## src/rtl/ttt_game_ctrl_if.sv

```systemverilog
// ---------------------------------------------------------------------------
// ttt_game_ctrl_if
// Board-side bundle for the Tic-Tac-Toe sequencer.
//   switches     : raw square switches, bit 0 = A ... bit 8 = I (row-major)
//   new_game     : raw restart button
//   board_x/o    : squares owned by X / O
//   turn         : player to move (0 = X, 1 = O), meaningful in PLAY
//   game_over    : game finished (win or draw)
//   winner       : 00 none, 01 X, 10 O
//   draw         : board full with no winner
//   illegal_move : one-cycle pulse on a rejected press
// master = switch/button side, slave = the controller.
// ---------------------------------------------------------------------------
interface ttt_game_ctrl_if;
  logic [8:0] switches;
  logic       new_game;
  logic [8:0] board_x;
  logic [8:0] board_o;
  logic       turn;
  logic       game_over;
  logic [1:0] winner;
  logic       draw;
  logic       illegal_move;

  modport master (
    output switches, new_game,
    input  board_x, board_o, turn, game_over, winner, draw, illegal_move
  );

  modport slave (
    input  switches, new_game,
    output board_x, board_o, turn, game_over, winner, draw, illegal_move
  );
endinterface

```

## src/rtl/ttt_game_ctrl.sv

```systemverilog
// ---------------------------------------------------------------------------
// ttt_game_ctrl
// Tic-Tac-Toe game sequencer. Synchronises and edge-detects the nine square
// switches and the new-game button, alternates X/O turns, keeps board
// occupancy, detects wins and draws, and freezes the board at game end.
//   clk   : system clock
//   rst_n : asynchronous active-low reset
//   bus   : ttt_game_ctrl_if.slave (switch inputs, board/status outputs)
// Parameter START_PLAYER: player moving first after reset / new game.
// ---------------------------------------------------------------------------
module ttt_game_ctrl #(
  parameter logic START_PLAYER = 1'b0
) (
  input  logic            clk,
  input  logic            rst_n,
  ttt_game_ctrl_if.slave  bus
);

  typedef enum logic [1:0] {PLAY, WIN_X, WIN_O, DRAW} state_t;

  // Eight winning lines as square masks: rows, columns, diagonals.
  localparam logic [7:0][8:0] LINE_MASKS = {
    9'h054,  // diagonal C,E,G
    9'h111,  // diagonal A,E,I
    9'h124,  // column C,F,I
    9'h092,  // column B,E,H
    9'h049,  // column A,D,G
    9'h1C0,  // row G,H,I
    9'h038,  // row D,E,F
    9'h007   // row A,B,C
  };

  state_t     r_state, w_state_next;
  logic [8:0] r_sw_s1, r_sw_s2, r_sw_prev;
  logic       r_ng_s1, r_ng_s2, r_ng_prev;
  logic [8:0] r_board_x, r_board_o, w_board_x_next, w_board_o_next;
  logic       r_turn, w_turn_next;
  logic       r_illegal, w_illegal_next;

  logic [8:0] w_sw_rise;
  logic       w_ng_rise;
  logic [7:0] w_x_line, w_o_line;
  logic       w_x_win, w_o_win, w_full;
  logic       w_rise_any, w_rise_multi, w_occupied;

  // Two-flop synchronisers plus a prev flop for rising-edge detection.
  always_ff @(posedge clk or negedge rst_n) begin
    if (!rst_n) begin
      r_sw_s1   <= '0;
      r_sw_s2   <= '0;
      r_sw_prev <= '0;
      r_ng_s1   <= 1'b0;
      r_ng_s2   <= 1'b0;
      r_ng_prev <= 1'b0;
    end else begin
      r_sw_s1   <= bus.switches;
      r_sw_s2   <= r_sw_s1;
      r_sw_prev <= r_sw_s2;
      r_ng_s1   <= bus.new_game;
      r_ng_s2   <= r_ng_s1;
      r_ng_prev <= r_ng_s2;
    end
  end

  assign w_sw_rise = r_sw_s2 & ~r_sw_prev;
  assign w_ng_rise = r_ng_s2 & ~r_ng_prev;

  genvar gi;
  generate
    for (gi = 0; gi < 8; gi++) begin : g_line
      assign w_x_line[gi] = ((r_board_x & LINE_MASKS[gi]) == LINE_MASKS[gi]);
      assign w_o_line[gi] = ((r_board_o & LINE_MASKS[gi]) == LINE_MASKS[gi]);
    end
  endgenerate

  assign w_x_win = |w_x_line;
  assign w_o_win = |w_o_line;
  assign w_full  = &(r_board_x | r_board_o);

  // x & (x-1) clears the lowest set bit; anything left means 2+ presses.
  assign w_rise_any   = |w_sw_rise;
  assign w_rise_multi = ((w_sw_rise & (w_sw_rise - 9'd1)) != 9'd0);
  assign w_occupied   = |(w_sw_rise & (r_board_x | r_board_o));

  always_ff @(posedge clk or negedge rst_n) begin
    if (!rst_n) begin
      r_state   <= PLAY;
      r_board_x <= '0;
      r_board_o <= '0;
      r_turn    <= START_PLAYER;
      r_illegal <= 1'b0;
    end else begin
      r_state   <= w_state_next;
      r_board_x <= w_board_x_next;
      r_board_o <= w_board_o_next;
      r_turn    <= w_turn_next;
      r_illegal <= w_illegal_next;
    end
  end

  always_comb begin
    w_state_next   = r_state;
    w_board_x_next = r_board_x;
    w_board_o_next = r_board_o;
    w_turn_next    = r_turn;
    w_illegal_next = 1'b0;

    if (w_ng_rise) begin
      // Restart wins over any square press landing in the same cycle.
      w_state_next   = PLAY;
      w_board_x_next = '0;
      w_board_o_next = '0;
      w_turn_next    = START_PLAYER;
    end else begin
      case (r_state)
        PLAY: begin
          // Win or full board: move to the end state, take no move.
          if (w_x_win) begin
            w_state_next = WIN_X;
          end else if (w_o_win) begin
            w_state_next = WIN_O;
          end else if (w_full) begin
            w_state_next = DRAW;
          end else if (w_rise_any) begin
            if (w_rise_multi || w_occupied) begin
              w_illegal_next = 1'b1;
            end else begin
              if (r_turn) w_board_o_next = r_board_o | w_sw_rise;
              else        w_board_x_next = r_board_x | w_sw_rise;
              w_turn_next = ~r_turn;
            end
          end
        end
        default: ;  // end states: board frozen, presses ignored silently
      endcase
    end
  end

  assign bus.board_x      = r_board_x;
  assign bus.board_o      = r_board_o;
  assign bus.turn         = r_turn;
  assign bus.game_over    = (r_state != PLAY);
  assign bus.winner       = {(r_state == WIN_O), (r_state == WIN_X)};
  assign bus.draw         = (r_state == DRAW);
  assign bus.illegal_move = r_illegal;

endmodule

```

## src/flat_wrapper.sv

```systemverilog
// flat-port wrapper written by rule: the top's interface ports become plain ports
module ttt_game_ctrl_flat 
#(
  parameter logic START_PLAYER = 1'b0
)
  (clk, rst_n, bus_switches, bus_new_game, bus_board_x, bus_board_o, bus_turn, bus_game_over, bus_winner, bus_draw, bus_illegal_move);
  ttt_game_ctrl_if bus_i ();
  input  logic clk;
  input  logic rst_n;
  input wire logic [$bits(bus_i.switches)-1:0] bus_switches;
  input wire logic [$bits(bus_i.new_game)-1:0] bus_new_game;
  output wire logic [$bits(bus_i.board_x)-1:0] bus_board_x;
  output wire logic [$bits(bus_i.board_o)-1:0] bus_board_o;
  output wire logic [$bits(bus_i.turn)-1:0] bus_turn;
  output wire logic [$bits(bus_i.game_over)-1:0] bus_game_over;
  output wire logic [$bits(bus_i.winner)-1:0] bus_winner;
  output wire logic [$bits(bus_i.draw)-1:0] bus_draw;
  output wire logic [$bits(bus_i.illegal_move)-1:0] bus_illegal_move;
  assign bus_i.switches = bus_switches;
  assign bus_i.new_game = bus_new_game;
  assign bus_board_x = bus_i.board_x;
  assign bus_board_o = bus_i.board_o;
  assign bus_turn = bus_i.turn;
  assign bus_game_over = bus_i.game_over;
  assign bus_winner = bus_i.winner;
  assign bus_draw = bus_i.draw;
  assign bus_illegal_move = bus_i.illegal_move;
  ttt_game_ctrl #(.START_PLAYER(START_PLAYER)) u_core (.clk(clk), .rst_n(rst_n), .bus(bus_i));
endmodule
```

## config.mk

```make
export PLATFORM = sky130hd
export DESIGN_NAME = ttt_game_ctrl_flat
export DESIGN_NICKNAME = d
export VERILOG_FILES = /design/src/rtl/ttt_game_ctrl_if.sv /design/src/rtl/ttt_game_ctrl.sv /design/src/flat_wrapper.sv
export SDC_FILE = /design/constraint.sdc
export NUM_CORES = 1
export LEC_CHECK = 0
export BUFFER_PORTS_ARGS = -buffer_cell sky130_fd_sc_hd__buf_2
export CAP_MARGIN = 20
export CORE_MARGIN = 2
export CORE_UTILIZATION = 52
export CTS_CLUSTER_SIZE = 25
export DETAILED_ROUTE_END_ITERATION = 8
export PLACE_DENSITY = 0.8
export SLEW_MARGIN = 5
export SYNTH_ARGS = -nofsm -noshare
export SYNTH_HDL_FRONTEND = slang
export SYNTH_SLANG_ARGS = --single-unit
```

## constraint.sdc

```tcl
create_clock -name clk -period 4.5 [get_ports clk]
set_input_delay 0.45 -clock clk [delete_from_list [all_inputs] [get_ports clk]]
set_output_delay 0.45 -clock clk [all_outputs]
set_load 0.02 [all_outputs]
```

==> results.md, run 1 <==
- Avg Inst Size Synth: 11.95 um2
- Worst-Skew Late Latency: 0.30 ns
- Sequential share of the synthesized area: 65.20%
- Mapped Cells: 167
- Final ANT Viol Nets: 0
- N_diodes: 0
- Stages on the worst setup path: 7
- Initial Utilization: 54.10%
- Largest delay share family, worst path: compound AO/OA/AOI/OAI gates
- Final period util: 48.40%
- Clk buf depth: 2
- Total number of vias: 1483
- Worst r2r path cells: 7
- Slew @ Worst Pin: 0.6723 ns
- Commonest non-fill, non-tap cell in the layout: dfrtp_1
- Final nets: 220
- Status: complete, no violations
- Die area: 0.004349 mm2
- Number of global-route vias before repair: 1405
- Most common cell on crit path: a22o_1
- Site row count: 22
- IO buf count: 35
- IO Pins: 36
- Xor/xnor share of the synthesized area: 0%
- Global-route wire length before repair: 6610 um
- Fin Setup TNS: 0 ns
- Clk pin slew, worst setup/hold paths: 0.09 ns
- Distinct cells, synth: 32
- Largest net degree at the start of global routing: 53
- Share of cells above drive strength 1: 22.97%
- Slew Viols, Final: 0
- Via-per-instance ratio: 5.770
- Placer's final routability congestion estimate: 0.9282
- Routed WL: 4063 um
- Syn Nets: 179
- Drt first pass iters: 4
- Syn-to-layout area delta: 17.12%
- Maximum clock frequency: 459.1 MHz
- Clock Root Buffer: clkbuf_8
- CP arrival: 2.40 ns
- Initial antenna violation count: 0
- Worst-path cell chain: a22o_1 -> a22o_1 -> a221oi_2 -> and4b_1 -> o31ai_1 -> or3_1 -> a21oi_1
- Element type at the critical path start: flop
- RSZ-0062 raised after global routing: false
- Initial drt markers: 131
- Combinational family with the most area after synthesis: compound AO/OA/AOI/OAI gates
- Clk_skew: 0.01067 ns
- Core area: 0.003689 mm2
- Crit path capture type: flop
- Crit-path max cell delay: 0.49 ns
- Minimum clock period: 2.178 ns
- Critical path class: reg -> reg
- Mux share of post-synthesis cell area: 0%
- Die W: 65.95 um
- DRC: 0
- Worst EP required: 4.72 ns
- Leakage: 1.126 nW
- Post-Syn Area: 0.001996 mm2
- GRT Residual Overflow: 0
- Worst-case vdd ir drop: 0.2780 mV
- Wire per inst: 15.81 um
- CTS Sinks: 52
- Hold-fix buffers, CTS: 0
- Slew margin rel.: 55.18%
- Max cap viols: 0
- # setup viols final: 0
- CTS resizes: 0
- HPWL Detailed: 2837 um
- Flops & latches, synth: 52
- CTS Buf Count: 5
- Adder and majority gate portion of the synthesized area: 1.003%
- Yosys warning total: 0
- Die H: 65.95 um
- Hold WC Path Type: in -> async
- Commonest non-fill, non-tap cells in the layout: dfrtp_1 (52), buf_2 (35), nor2_1 (31)
- CTS tree: done
- Post-Synth Simple-Gate Area: 16.05%
- Gr usage total: 20.69%
- CP Buf/Inv Count: 0
- Crit-path slowest cell: dfrtp_1
- Crit path max fanout: 7
- Hold Vio Cnt, Final: 0
- Util after Layout: 63.37%
- Post CTS Setup Buffer Count: 0
- Compound-gate portion of the synthesized area: 16.80%
- Power per cell area: 444.2 mW/mm2
- Htree depth: 2
## flip-flops by register name (all words and copies together), names as in the netlist, 2 cells and up
name and count:
u_core.r_sw_s2 9, u_core.r_sw_prev 9, u_core.r_state 2, u_core.r_sw_s1 9
u_core.bus.board_o 9, u_core.bus.board_x 9
## worst paths after layout
path                                                   startpoint                                 to  slack (ns)
worst max-delay path            u_core.bus.board_x[4]$_DFFE_PN0P_        u_core.bus.turn$_DFFE_PN0P_        2.32
worst min-delay path                                        rst_n  u_core.bus.board_x[6]$_DFFE_PN0P_       0.002
worst max register to register  u_core.bus.board_x[4]$_DFFE_PN0P_        u_core.bus.turn$_DFFE_PN0P_        2.32
worst min register to register        u_core.r_sw_s1[1]$_DFF_PN0_        u_core.r_sw_s2[1]$_DFF_PN0_        0.35
max in group asynchronous                                   rst_n        u_core.r_sw_s2[0]$_DFF_PN0_        4.00
min in group clk                                  bus_switches[1]        u_core.r_sw_s1[1]$_DFF_PN0_        0.25
## power by group
part	leakage (nW)	switching [W]	internal (W)
Combinational	0.432	0.000125	0.0000786
Clock	0.0445	0.000141	0.000125
Sequential	0.649	0.0000574	0.000512
## Yosys cell counts, drive strengths merged
master / n / area, um2
o22ai: 5 / 31.28
a21oi: 2 / 10.01
nor4: 1 / 6.260
nand2b: 10 / 62.56
nor2b: 1 / 6.260
nand4: 2 / 18.77
or2: 1 / 6.260
inv: 3 / 11.26
o2bb2ai: 1 / 8.760
dfrtp: 52 / 1301
o31ai: 2 / 15.01
or3: 1 / 6.260
nor2: 31 / 116.4
clkbuf: 1 / 3.750
o21bai: 1 / 7.510
maj3: 2 / 20.02
nor3b: 1 / 7.510
and4: 1 / 8.760
a31oi: 1 / 6.260
o21a: 18 / 135.1
nand3: 5 / 25.02
nor3: 1 / 5.000
nand4b: 1 / 15.01
buf: 1 / 3.750
a22o: 9 / 78.83
and4b: 1 / 10.01
nand2: 7 / 26.28
a211oi: 1 / 12.51
o21ai: 3 / 15.01
a221oi: 1 / 15.01
## worst reg2reg max path: cells and delay by family (launching register included)
| family | cells | cell delay (ns) |
|---|---|---|
| and+or+nand+nor | 2 | 0.65 |
| DFF | 1 | 0.49 |
| AOI/OAI and AO/OA | 5 | 0.97 |
## area by class of cell
cell class | count | area (um2)
clock buffer | 7 | 86.33
timing repair buffer | 36 | 195.2
clock inverter | 1 | 7.507
multi-input combinational | 110 | 675.6
inverter | 3 | 11.26
tap | 48 | 60.06
sequential | 52 | 1301
fill | 317 | 1351
## layer usage
| metal | vias to the layer above | share of wire, % | global-route usage (%) |
|---|---|---|---|
| met5 | - | 0 | 0 |
| met4 | 0 | 2.9 | 11.73 |
| met3 | 14 | 6.8 | 3.918 |
| met2 | 68 | 48 | 31.19 |
| met1 | 729 | 43 | 28.27 |
| li1 | 672 | - | - |
## cell families after synthesis
family,after synthesis
buffers and inverters,5
DFF,52
and+or+nand+nor,64
AOI/OAI and AO/OA,44
adders and majority gates,2
## metrics by stage
step	std cells	cell area [um2]	hold WS [ns]	power, W	worst slack, ns
after global routing	257	2337	0.01545	0.001087	2.195
final	257	2337	0.001607	0.001038	2.322
after floorplan	167	1996	0.1544	0.0006951	2.435
after CTS	256	2317	0.2370	0.001046	2.344
after detailed placement	248	2223	0.3355	0.0007776	2.389
after global placement	248	2223	0.3334	0.0007747	2.408
(Power assumes the default switching activity.)
==> inputs of run 2 (changes only) <==
--- a/config.mk
+++ b/config.mk
@@ -5,10 +5,11 @@
 export SDC_FILE = /design/constraint.sdc
 export NUM_CORES = 1
 export LEC_CHECK = 0
+export ABC_AREA = 1
 export BUFFER_PORTS_ARGS = -buffer_cell sky130_fd_sc_hd__buf_2
 export CAP_MARGIN = 20
 export CORE_MARGIN = 2
-export CORE_UTILIZATION = 52
+export CORE_UTILIZATION = 51
 export CTS_CLUSTER_SIZE = 25
 export DETAILED_ROUTE_END_ITERATION = 8
 export PLACE_DENSITY = 0.8
==> constraint.sdc (replaced) <==
create_clock -name clk -period 2 [get_ports clk]
set_input_delay 0.2 -clock clk [delete_from_list [all_inputs] [get_ports clk]]
set_output_delay 0.2 -clock clk [all_outputs]
set_load 0.02 [all_outputs]
==> results.md, run 2 <==
- Maximum clock frequency: 546.5 MHz (+19%)
- Clk buf depth: 2 (unchanged)
- CTS Sinks: 52 (unchanged)
- Minimum clock period: 1.830 ns (-0.3481 ns)
- Area share of the largest cell type after synthesis: 54.05% (-11 points)
- Initial Utilization: 54.17% (+0.062 points)
- Global-route wire length before repair: 8652 um (+31%)
- Slew margin rel.: 64.75% (+9.6 points)
- Crit path max fanout: 10 (+3)
- DRC: 0 (unchanged)
- Drt first pass iters: 4 (unchanged)
- Share of cells above drive strength 1: 21.82% (-1.1 points)
- Yosys warning total: 0 (unchanged)
- Crit-path slowest cell: dfrtp_1
- Commonest cells post-synth: nand2_1 (99), dfrtp_1 (52), inv_1 (41), nor2_1 (34), nand3_1 (26)
- Worst-path cell chain: inv_1 -> nand2_1 -> nand2_1 -> o21ai_0 -> nor2_1 -> nand3_1 -> nor3_4 -> nand3_2 -> nand2_4 -> buf_6 -> nand3_1 -> nand2_1
- Fin Setup TNS: 0 ns (unchanged)
- Number of global-route vias before repair: 1926 (+37%)
- Worst-Skew Late Latency: 0.30 ns (about the same)
- Hold WC Path Type: reg -> reg
- Clock Root Buffer: clkbuf_8
- Critical path class: reg -> reg
- Clk_skew: 0.003146 ns (-0.007522 ns)
- Routed WL: 5322 um (+31%)
- Syn-to-layout area delta: 22.51%
- Slew Viols, Final: 0 (unchanged)
- Hold Vio Cnt, Final: 0 (unchanged)
- Async S/R FF share, synth: 100.0% (unchanged)
- Wire per inst: 12.86 um (-19%)
- Sequential share of the synthesized area: 54.05% (-11 points)
- Clk pin slew, worst setup/hold paths: 0.09 ns (about the same)
- Worst EP required: 2.25 ns (-2.47 ns)
- CTS Buf Count: 5 (unchanged)
- Crit path capture type: flop
- Number of flops mapped to enable cells by yosys: 0 (unchanged)
- Crit-path max cell delay: 0.44 ns (-0.05 ns)
- Most common cell on crit path: nand2_1
- Element type at the critical path start: flop
- Util after Layout: 66.36% (+3.0 points)
- Most common cell in the synthesized netlist: nand2_1
- Post-Syn Area: 0.002407 mm2 (+21%)
- Syn Nets: 318 (+78%)
- Total number of vias: 2129 (+44%)
- Post-synth top flop: dfrtp_1
- Commonest non-fill, non-tap cells in the layout: nand2_1 (99), dfrtp_1 (45), inv_1 (41)
- Power per cell area: 1336 mW/mm2 (+200%)
- HPWL Detailed: 3731 um (+32%)
- Largest net degree at the start of global routing: 33 (-38%)
- Largest cells by area after synthesis: dfrtp_1 (54%), nand2_1 (15%), inv_1 (6.4%)
- Placer's final routability congestion estimate: 0.9972 (+7.4%)
- Slew @ Worst Pin: 0.5287 ns (-0.1436 ns)
- N_diodes: 0 (unchanged)
- Die H: 72.71 um (+10%)
- Die W: 72.71 um (+10%)
- Core area: 0.004444 mm2 (+20%)
- Cell taking the most area after synthesis: dfrtp_1
- Final ANT Viol Nets: 0 (unchanged)
- Gr usage total: 21.41% (+0.72 points)
- CTS tree: done
- Via-per-instance ratio: 5.143 (-11%)
- Mapped Cells: 306 (+83%)
- Worst-case vdd ir drop: 0.5059 mV (+82%)
- Leakage: 1.651 nW (+47%)
- GRT Residual Overflow: 0 (unchanged)
- Avg Inst Size Synth: 7.867 um2 (-34%)
- Die area: 0.005286 mm2 (+22%)
- CP arrival: 2.08 ns (-0.32 ns)
- IO buf count: 35 (unchanged)
- Max cap viols: 0 (unchanged)
- Flops & latches, synth: 52 (unchanged)
- Initial drt markers: 191 (+46%)
- Htree depth: 2 (unchanged)
- IO Pins: 36 (unchanged)
- Commonest non-fill, non-tap cell in the layout: nand2_1
- Final nets: 373 (+70%)
- # setup viols final: 0 (unchanged)
- RSZ-0062 raised after global routing: false
- Status: complete, no violations
- Initial antenna violation count: 0 (unchanged)
- Distinct cells, synth: 18 (-44%)
- Final period util: 91.50% (+43 points)
- Site row count: 24 (+9.1%)
[run 2: through the flow]
| step | instances | power, W | hold WS [ns] | instance area (um2) | setup WS, ns |
|---|---|---|---|---|---|
| finish | 414 | 0.003939 | 0.3542 | 2949 | 0.1701 |
| global route | 414 | 0.004230 | 0.3631 | 2949 | 0.01147 |
| CTS | 412 | 0.003866 | 0.3574 | 2889 | 0.1112 |
| detailed placement | 393 | 0.003136 | 0.2026 | 2668 | 0.1400 |
| global placement | 393 | 0.003105 | 0.1923 | 2668 | 0.2073 |
| floorplan | 306 | 0.002614 | -0.09559 | 2407 | 0.3187 |
[run 2: repair_timing]
| action | in CTS | in global routing |
|---|---|---|
| gates resized for setup | 0 | 15 |
| setup endpoints to repair | 0 | 18 |
| setup buffers | 0 | 2 |
| hold buffers | 11 | 0 |
| hold endpoints to repair | 30 | 0 |
[run 2: report_power, final]
part           internal (W)  switching, W  total [W]
clock network      0.000370      0.000334   0.000704
registers           0.00130      0.000320    0.00161
logic              0.000575       0.00105    0.00162
total               0.00224       0.00170    0.00394
[run 2: cell families after synthesis]
logic type,Yosys count,synth area share [%]
buf+inv,48,7.952
simple gates,177,31.96
flops,52,54.05
compound gates,29,6.029
[run 2: path summary, 6_finish.rpt]
| kind | start | end | slack, ns | cells past startpoint |
|---|---|---|---|---|
| max | u_core.bus.board_o[6]$_DFFE_PN0P_ | u_core.bus.board_x[4]$_DFFE_PN0P_ | 0.17 | 12 |
| min | u_core.r_sw_s1[0]$_DFF_PN0_ | u_core.r_sw_s2[0]$_DFF_PN0_ | 0.35 | 0 |
| max reg2reg | u_core.bus.board_o[6]$_DFFE_PN0P_ | u_core.bus.board_x[4]$_DFFE_PN0P_ | 0.17 | 12 |
| min reg2reg | u_core.r_sw_s1[0]$_DFF_PN0_ | u_core.r_sw_s2[0]$_DFF_PN0_ | 0.35 | 0 |
| max in group asynchronous | rst_n | u_core.bus.board_x[1]$_DFFE_PN0P_ | 1.05 | 3 |
| min in group asynchronous | rst_n | u_core.bus.board_x[4]$_DFFE_PN0P_ | 0.40 | 2 |
[run 2: per-layer routing]
layer | up-vias | global-route usage, % | part of all wire, %
met5 | - | 0 | 0
met4 | 0 | 8.642 | 1.7
met3 | 15 | 4.420 | 7.4
met2 | 103 | 35.35 | 49
met1 | 965 | 27.65 | 42
li1 | 1046 | - | -
[run 2: worst max-delay path, delay by kind of cell (launching register included)]
kind	cells	cell delay (ns)
compound gates	1	0.09
buf+inv	2	0.25
flops	1	0.44
simple gates	9	0.98
[run 2: cell type report]
| cell class | count | area [um2] |
|---|---|---|
| clock buffer | 5 | 68.82 |
| clock inverter | 3 | 42.54 |
| fill | 374 | 1495 |
| inverter | 43 | 161.4 |
| multi-input combinational | 206 | 943.4 |
| sequential | 52 | 1310 |
| tap | 52 | 65.06 |
| timing repair buffer | 53 | 357.8 |
